$ cat src/rtl/dmni_rx_arbiter.sv
// Multi-channel DMNI receive front-end: one credit-controlled ring FIFO per
// Hermes input channel, merged onto a single DMA-facing flit stream with
// packet-atomic arbitration (round-robin or fixed priority).
module dmni_rx_arbiter #(
  parameter int FLIT_SIZE   = 32,
  parameter int N_CH        = 2,
  parameter int BUFFER_SIZE = 16,
  parameter int ARB_MODE    = 0,
  localparam int CHW        = (N_CH > 1) ? $clog2(N_CH) : 1,
  localparam int CW         = $clog2(BUFFER_SIZE) + 1
) (
  input  logic                           clk_i,
  input  logic                           rst_i,
  input  logic [N_CH-1:0]                rx_i,
  input  logic [N_CH-1:0]                eop_i,
  output logic [N_CH-1:0]                credit_o,
  input  logic [N_CH-1:0][FLIT_SIZE-1:0] data_i,
  output logic                           tx_o,
  output logic                           eop_o,
  output logic [CHW-1:0]                 ch_o,
  input  logic                           ack_i,
  output logic [FLIT_SIZE-1:0]           data_o,
  output logic [N_CH-1:0][CW-1:0]        level_o
);

  localparam int PW = $clog2(BUFFER_SIZE);

  typedef enum logic {IDLE, LOCK} state_t;

  state_t                   state;
  logic [CHW-1:0]           grant;
  logic [CHW-1:0]           last_grant;
  logic [CHW-1:0]           winner;
  logic                     any_req;
  int unsigned              idx;

  logic [FLIT_SIZE:0]       mem [N_CH][BUFFER_SIZE];
  logic [N_CH-1:0][PW-1:0]  wr_ptr;
  logic [N_CH-1:0][PW-1:0]  rd_ptr;
  logic [N_CH-1:0][CW-1:0]  count;

  logic [N_CH-1:0]          push;
  logic [N_CH-1:0]          pop;
  logic [FLIT_SIZE:0]       head;

  assign level_o = count;

  // Credits, push/pop qualification and the merged output stream
  always_comb begin
    credit_o = '0;
    push     = '0;
    pop      = '0;
    head     = mem[grant][rd_ptr[grant]];
    tx_o     = (state == LOCK) && (count[grant] != '0);
    data_o   = tx_o ? head[FLIT_SIZE-1:0] : '0;
    eop_o    = tx_o ? head[FLIT_SIZE] : 1'b0;
    ch_o     = grant;
    for (int unsigned c = 0; c < N_CH; c++) begin
      credit_o[c] = (count[c] != CW'(BUFFER_SIZE));
      push[c]     = rx_i[c] && credit_o[c];
      pop[c]      = tx_o && ack_i && (grant == CHW'(c));
    end
  end

  // Winner selection: scan starts after last_grant (round-robin) or at 0 (priority)
  always_comb begin
    winner  = '0;
    any_req = 1'b0;
    idx     = 0;
    for (int unsigned i = 0; i < N_CH; i++) begin
      if (ARB_MODE == 1) idx = i;
      else               idx = (32'(last_grant) + 1 + i) % N_CH;
      if (!any_req && (count[idx] != '0)) begin
        winner  = CHW'(idx);
        any_req = 1'b1;
      end
    end
  end

  // FIFO storage; no reset needed since pointers/counts gate visibility
  always_ff @(posedge clk_i) begin
    for (int unsigned c = 0; c < N_CH; c++) begin
      if (push[c]) mem[c][wr_ptr[c]] <= {eop_i[c], data_i[c]};
    end
  end

  // Per-channel pointers and occupancy
  always_ff @(posedge clk_i) begin
    if (rst_i) begin
      wr_ptr <= '0;
      rd_ptr <= '0;
      count  <= '0;
    end else begin
      for (int unsigned c = 0; c < N_CH; c++) begin
        if (push[c]) wr_ptr[c] <= wr_ptr[c] + 1'b1;
        if (pop[c])  rd_ptr[c] <= rd_ptr[c] + 1'b1;
        if (push[c] && !pop[c])      count[c] <= count[c] + 1'b1;
        else if (!push[c] && pop[c]) count[c] <= count[c] - 1'b1;
      end
    end
  end

  // Packet-atomic arbitration FSM: lock a channel until its eop flit is popped
  always_ff @(posedge clk_i) begin
    if (rst_i) begin
      state      <= IDLE;
      grant      <= '0;
      last_grant <= CHW'(N_CH - 1);
    end else begin
      case (state)
        IDLE: begin
          if (any_req) begin
            grant <= winner;
            state <= LOCK;
          end
        end
        LOCK: begin
          if (tx_o && ack_i && head[FLIT_SIZE]) begin
            state      <= IDLE;
            last_grant <= grant;
          end
        end
        default: state <= IDLE;
      endcase
    end
  end

endmodule

$ cat config.mk
export PLATFORM = sky130hd
export DESIGN_NAME = dmni_rx_arbiter
export DESIGN_NICKNAME = d
export VERILOG_FILES = /design/src/rtl/dmni_rx_arbiter.sv
export SDC_FILE = /design/constraint.sdc
export NUM_CORES = 1
export LEC_CHECK = 0
export BUFFER_PORTS_ARGS = -buffer_cell sky130_fd_sc_hd__buf_4
export CORE_MARGIN = 2
export CORE_UTILIZATION = 40
export CTS_BUF_LIST = sky130_fd_sc_hd__clkbuf_4 sky130_fd_sc_hd__clkbuf_8
export DETAILED_ROUTE_END_ITERATION = 10
export HOLD_SLACK_MARGIN = 0.05
export SETUP_SLACK_MARGIN = 0.2
export SLEW_MARGIN = 20
export SYNTH_ARGS = -nofsm -noshare
export SYNTH_HDL_FRONTEND = slang
export SYNTH_SLANG_ARGS = --single-unit
$ cat constraint.sdc
create_clock -name clk_i -period 9.6 [get_ports clk_i]
set_clock_uncertainty 0.1 [all_clocks]
set_input_delay 0.96 -clock clk_i [delete_from_list [all_inputs] [get_ports clk_i]]
set_output_delay 0.96 -clock clk_i [all_outputs]
set_load 0.01 [all_outputs]
==> flow_summary_export.csv, run 1 <==
group,metric,value,unit
outcome,status,"finished, final reports clean",
global_routing,antenna_found_initial,3,
logic_synthesis,ys_types,54,
die,start_util,0.402,
hold_path,hold_end,"mem[1][398]",
global_routing,grt_max_degree,180,
timing,final_max_slew_viol_count,0,
clocking,cts_tree,"done",
clocking,htreeDepth,4,
die,die_y,331,um
detailed_routing,post_drt_wl_per_cell,27.5,um
place,dp_cells,3922,
timing,fin_crit_sh,0.708,
global_routing,grt_pass1_wl,167000,um
clocking,cts_resized,0,
die,die_w,331,um
timing,tns,0,ns
worst_setup_path,reg2reg_depth,8,
timing,max_slew_margin,0.201,
detailed_routing,ant_nets,0,
detailed_routing,vias,24000,
finish,fin_nets,2784,
timing,worst-slew-pin-transition,1.20,ns
detailed_routing,drt_drc_violations_left,0,
hold_path,min_path_cells,1,
worst_setup_path,crit_path_end_kind,"primary output",
logic_synthesis,synth_flop_cell,"edfxtp_1",
clocking,numCtsBuffers,171,
worst_setup_path,critPathLaunchType,"flip-flop",
place,io_buffers,117,
power,p_leak,15.6,nW
logic_synthesis,ys_ff_latch,1086,
timing,setup_viol,0,
detailed_routing,first_iter_violations,2372,
clocking,clock_latency,0.82,ns
die,rows,120,
timing,fmax,147,MHz
clocking,clockBufferDepth,3,
global_routing,grt_pass1_vias,24400,
finish,post-route-util,0.457,
finish,syn2layout_area_growth,13.8,%
global_routing,grt_overflow_total,0,
power,power_frac_seq,0.449,
hold_path,min_path_type,"in -> reg",
power,power.internal,8.63,mW
worst_setup_path,path_class,"reg -> out",
finish,most-common-layout-cells,"edfxtp_1, nand2_1, mux2i_1",
logic_synthesis,yosysSeqAreaShare,0.753,
worst_setup_path,r2r-end,"last_grant",
worst_setup_path,r2r_slack,5.66,ns
worst_setup_path,worstReg2RegStart,"ch_o",
power,ir_drop,0.252,mV
timing,finalCriticalPeriod,6.80,ns
hold_path,hold_start,"data_i[34]",
detailed_routing,drtPass1Iterations,6,
worst_setup_path,max_stage_delay,1.03,ns
worst_setup_path,required,8.54,ns
global_routing,grt_use_total,0.210,
worst_setup_path,worstPathArrival,5.74,ns
power,power.total,12.2,mW
power,powerDensity,251,nW/um2
finish,layout_commonest_cell,"edfxtp_1",
clocking,cts.clk_slew.worst_paths,0.06,ns
clocking,cts_setup_buffers,0,
place,hpwl,61600,um
place,place.gp.congestion,0.773,
logic_synthesis,syn-cell-area,42900,um2
logic_synthesis,synth_edf_count,1056,
clocking,clockRootBuffer,"clkbuf_8",
worst_setup_path,slowest_stage,"a2111oi_1",
timing,hold_viol_final,0,
logic_synthesis,synth_warnings,0,
logic_synthesis,syn-num-nets,2594,
power,p_sw,3.62,mW
detailed_routing,drt-vias-per-instance,5.69,
logic_synthesis,synth.avg_cell_area,17.1,um2
die,core-area,107000,um2
job,cap_viol_max_count,0,
logic_synthesis,netlist_instances,2502,
finish,finalNonFillerCells,4225,
worst_setup_path,path_cells,"mux2_8 > buf_12 > nand2_1 > a32o_1 > a221oi_2 > o22ai_1 > a2111oi_1 > buf_4",
finish,drive_gt1_frac,0.211,
worst_setup_path,crit_path_max_fanout,138,
power,pwr-share-comb,0.237,
power,p_sw_frac,0.295,
power,clkPwrFrac,0.314,
clocking,postCtsHoldBufs,0,
logic_synthesis,ys_async_sr_fraction,0,
timing,rsz0062_at_grt,"false",
detailed_routing,wl,116000,um
die,die-area,110000,um2
die,io_pins,118,
clocking,clkSinkCount,1086,
## worst max-delay path: cells and delay by family, from the launching register on
kind	cells	cell delay [ns]
AO/OA/AOI/OAI	4	1.68
AND/OR/NAND/NOR	1	0.12
flip-flops	1	0.93
buffers and inverters	2	0.97
multiplexers	1	0.89
## power by group through the flow
stage                     Clock (mW)  Combinational, mW  Sequential, mW
after floorplan                    0               2.06            5.54
after global placement             0               2.86            5.59
after detailed placement           0               2.91            5.60
after CTS                       3.92               2.92            5.50
after global routing            4.11               3.12            5.52
final                           3.84               2.90            5.50
## cell families after synthesis
| logic type | after synthesis | share of synthesized area |
|---|---|---|
| DFF | 1086 | 0.753 |
| and+or+nand+nor | 598 | 0.0582 |
| muxes | 309 | 0.0928 |
| AOI/OAI and AO/OA | 298 | 0.0647 |
| buffers and inverters | 172 | 0.0207 |
| adders and majority gates | 21 | 0.00648 |
| xor gates and xnor gates | 18 | 0.00368 |
## cells in the mapped netlist (all sizes together), types with 30 or more instances
master / instances / area (um2)
a32o: 64 / 641
edfxtp: 1056 / 31700
a311oi: 57 / 499
clkbuf: 65 / 244
nand2: 402 / 1510
buf: 92 / 589
a2111oi: 32 / 430
mux2i: 234 / 2350
a221oi: 66 / 703
o22ai: 32 / 200
mux4: 69 / 1550
nor2: 67 / 251
nand3: 53 / 265
dfxtp: 30 / 601
and3: 40 / 250
## how the worst max path moves through the flow
stage                     startpoint     endpoint  depth (start not counted)
after floorplan              rx_i[0]  mem[0][396]                          4
after global placement          ch_o    data_o[7]                          9
after detailed placement        ch_o    data_o[7]                          9
after CTS                       ch_o    data_o[7]                          9
after global routing            ch_o    data_o[7]                          9
final                           ch_o   data_o[27]                          8
## per-stage QoR
| step | instance area (um2) | hold slack, ns | setup slack [ns] |
|---|---|---|---|
| 2_1_floorplan | 42900 | 0.357 | 5.25 |
| 3_3_place_gp | 45400 | 0.372 | 3.79 |
| 3_5_place_dp | 45400 | 0.385 | 3.70 |
| 4_1_cts | 48800 | 0.267 | 2.79 |
| 5_1_grt | 48800 | 0.305 | 2.57 |
| 6_report | 48800 | 0.347 | 2.80 |
## layout make-up
class                           count  area [um2]
Clock buffer                      232        2880
Tap cell                         1403        1760
Multi-Input combinational cell   1244        9980
Timing Repair Buffer              174        1340
Inverter                           15        56.3
Clock inverter                     69         465
Fill cell                        9047       58000
Sequential cell                  1086       32300
Antenna cell                        2        5.00
## layer usage
layer	vias to the layer above	wire (um)	global-route usage
met3	196	7900	0.0385
met1	12500	48700	0.281
met5	-	10	0
met2	966	56800	0.347
met4	2	2710	0.0656
li1	10300	-	-
## registers in the layout, summed over array words and instances (netlist names), named ones only
signal / flops
ch_o: 1
rd_ptr: 8
wr_ptr: 8
state: 1
last_grant: 1
mem: 1056
level_o: 10
No activity file was read; power rests on OpenSTA's default activity.
==> run 2: changes to the inputs <==
==> constraint.sdc (replaced) <==
create_clock -name clk_i -period 6.2 [get_ports clk_i]
set_clock_uncertainty 0.1 [all_clocks]
set_input_delay 0.62 -clock clk_i [delete_from_list [all_inputs] [get_ports clk_i]]
set_output_delay 0.62 -clock clk_i [all_outputs]
set_load 0.01 [all_outputs]
==> flow_summary_export.csv, run 2 (same netlist as run 1, synthesis figures left out) <==
group,metric,value,unit
worst_setup_path,critPathLaunchType,"flip-flop",
timing,worst-slew-pin-transition,1.07,ns
clocking,numCtsBuffers,169,
worst_setup_path,path_class,"reg -> out",
timing,tns,0,ns
die,die_w,331,um
finish,drive_gt1_frac,0.211,
detailed_routing,post_drt_wl_per_cell,27.8,um
place,hpwl,63700,um
die,io_pins,118,
timing,final_max_slew_viol_count,0,
power,ir_drop,0.300,mV
global_routing,grt_use_total,0.216,
worst_setup_path,crit_path_end_kind,"primary output",
detailed_routing,ant_nets,0,
worst_setup_path,required,5.48,ns
timing,setup_viol,0,
place,io_buffers,117,
global_routing,grt_pass1_wl,172000,um
die,start_util,0.402,
timing,finalCriticalPeriod,5.74,ns
timing,max_slew_margin,0.284,
detailed_routing,wl,120000,um
place,place.gp.congestion,0.772,
clocking,clockRootBuffer,"clkbuf_8",
global_routing,antenna_found_initial,4,
die,core-area,107000,um2
clocking,cts.clk_slew.worst_paths,0.05,ns
detailed_routing,first_iter_violations,2428,
timing,fmax,174,MHz
job,cap_viol_max_count,0,
detailed_routing,vias,24700,
global_routing,grt_overflow_total,0,
finish,n_fill_cell,9014,
hold_path,min_path_type,"in -> reg",
timing,rsz0062_at_grt,"false",
finish,fin_nets,2866,
detailed_routing,drt-vias-per-instance,5.72,
finish,syn2layout_area_growth,15.7,%
finish,most-common-layout-cells,"edfxtp_1, nand2_1, mux2i_1",
clocking,clock_latency,0.84,ns
clocking,htreeDepth,4,
worst_setup_path,crit_path_max_fanout,93,
finish,layout_commonest_cell,"edfxtp_1",
place,dp_cells,3937,
die,rows,120,
finish,finalNonFillerCells,4318,
finish,post-route-util,0.465,
clocking,cts_tree,"done",
global_routing,grt_pass1_vias,25100,
die,die-area,110000,um2
clocking,clkSinkCount,1086,
detailed_routing,drt_drc_violations_left,0,
finish,largest_register_ffs,1056,
clocking,cts_setup_buffers,0,
detailed_routing,drtPass1Iterations,5,
timing,hold_viol_final,0,
timing,fin_crit_sh,0.926,
outcome,status,"finished, final reports clean",
clocking,clockBufferDepth,3,
global_routing,grt_max_degree,101,
power,p_leak,16.0,nW
power,powerDensity,382,nW/um2
worst_setup_path,worstPathArrival,5.02,ns
die,die_y,331,um
==> run 2: cell types whose count changed in the layout (fill, tap and decap cells not counted), sizes merged, moves of 3 or more <==
cell         previous run  this run
clkbuf                232       227
dlygate4sd3             0        68
clkinv                 57        74
buf                   174       190
bufinv                  6         3
==> run 2: area by class of cell <==
class | instances | area, um2 | share of cell area
inverter | 15 | 56.3 | 0.00113
clock inverter | 84 | 455 | 0.00918
clock buffer | 227 | 2810 | 0.0567
tap | 1403 | 1760 | 0.0354
antenna | 1 | 2.50 | 0.0000504
sequential | 1086 | 32300 | 0.651
timing repair buffer | 258 | 2240 | 0.0452
multi-input combinational | 1244 | 9980 | 0.201
==> run 2: where the power goes <==
group	internal (mW)	leakage, nW	switching (mW)
Combinational	1.84	4.44	2.76
Clock	3.07	1.73	2.75
Sequential	8.32	9.78	0.211
Total	13.2	16.0	5.72
==> run 2: routing by layer <==
metal	vias to the layer above	routed length [um]	GRT usage
met4	6	3290	0.0709
met1	12800	49400	0.289
met5	-	34	0
met2	1138	58000	0.356
met3	219	9360	0.0419
li1	10500	-	-
==> run 2: final timing paths <==
path              startpoint    endpoint  slack, ns  cells past startpoint
setup / recovery        ch_o  data_o[15]       0.46                      8
hold / removal       rx_i[0]   wr_ptr[1]       0.34                      4
setup reg to reg        ch_o  last_grant       2.20                      7
hold reg to reg   last_grant  last_grant       0.42                      1
==> run 2: what timing repair did <==
item,4_1_cts,5_1_grt
hold endpoints to repair,1083,0
hold buffers,68,0
setup endpoints to repair,0,0
gates resized for setup,0,0
==> run 2: per-stage QoR <==
stage	power [mW]	hold WS (ns)	worst slack (ns)	area, um2
after floorplan	11.8	0.357	2.09	42900
after global placement	13.1	0.372	1.43	45500
after detailed placement	13.3	0.397	1.35	45600
after CTS	19.1	0.294	0.441	49600
after global routing	19.7	0.350	0.228	49600
final	19.0	0.340	0.457	49600
==> run 2: worst max-delay path: stages (launching register included) <==
cell and delay [ns]:
dfxtp_1 0.91, mux2_8 0.82, buf_4 0.57, nand2_1 0.11, a32o_1 0.28, a221oi_1 0.23
o22ai_1 0.16, a2111oi_2 0.72, buf_4 0.25
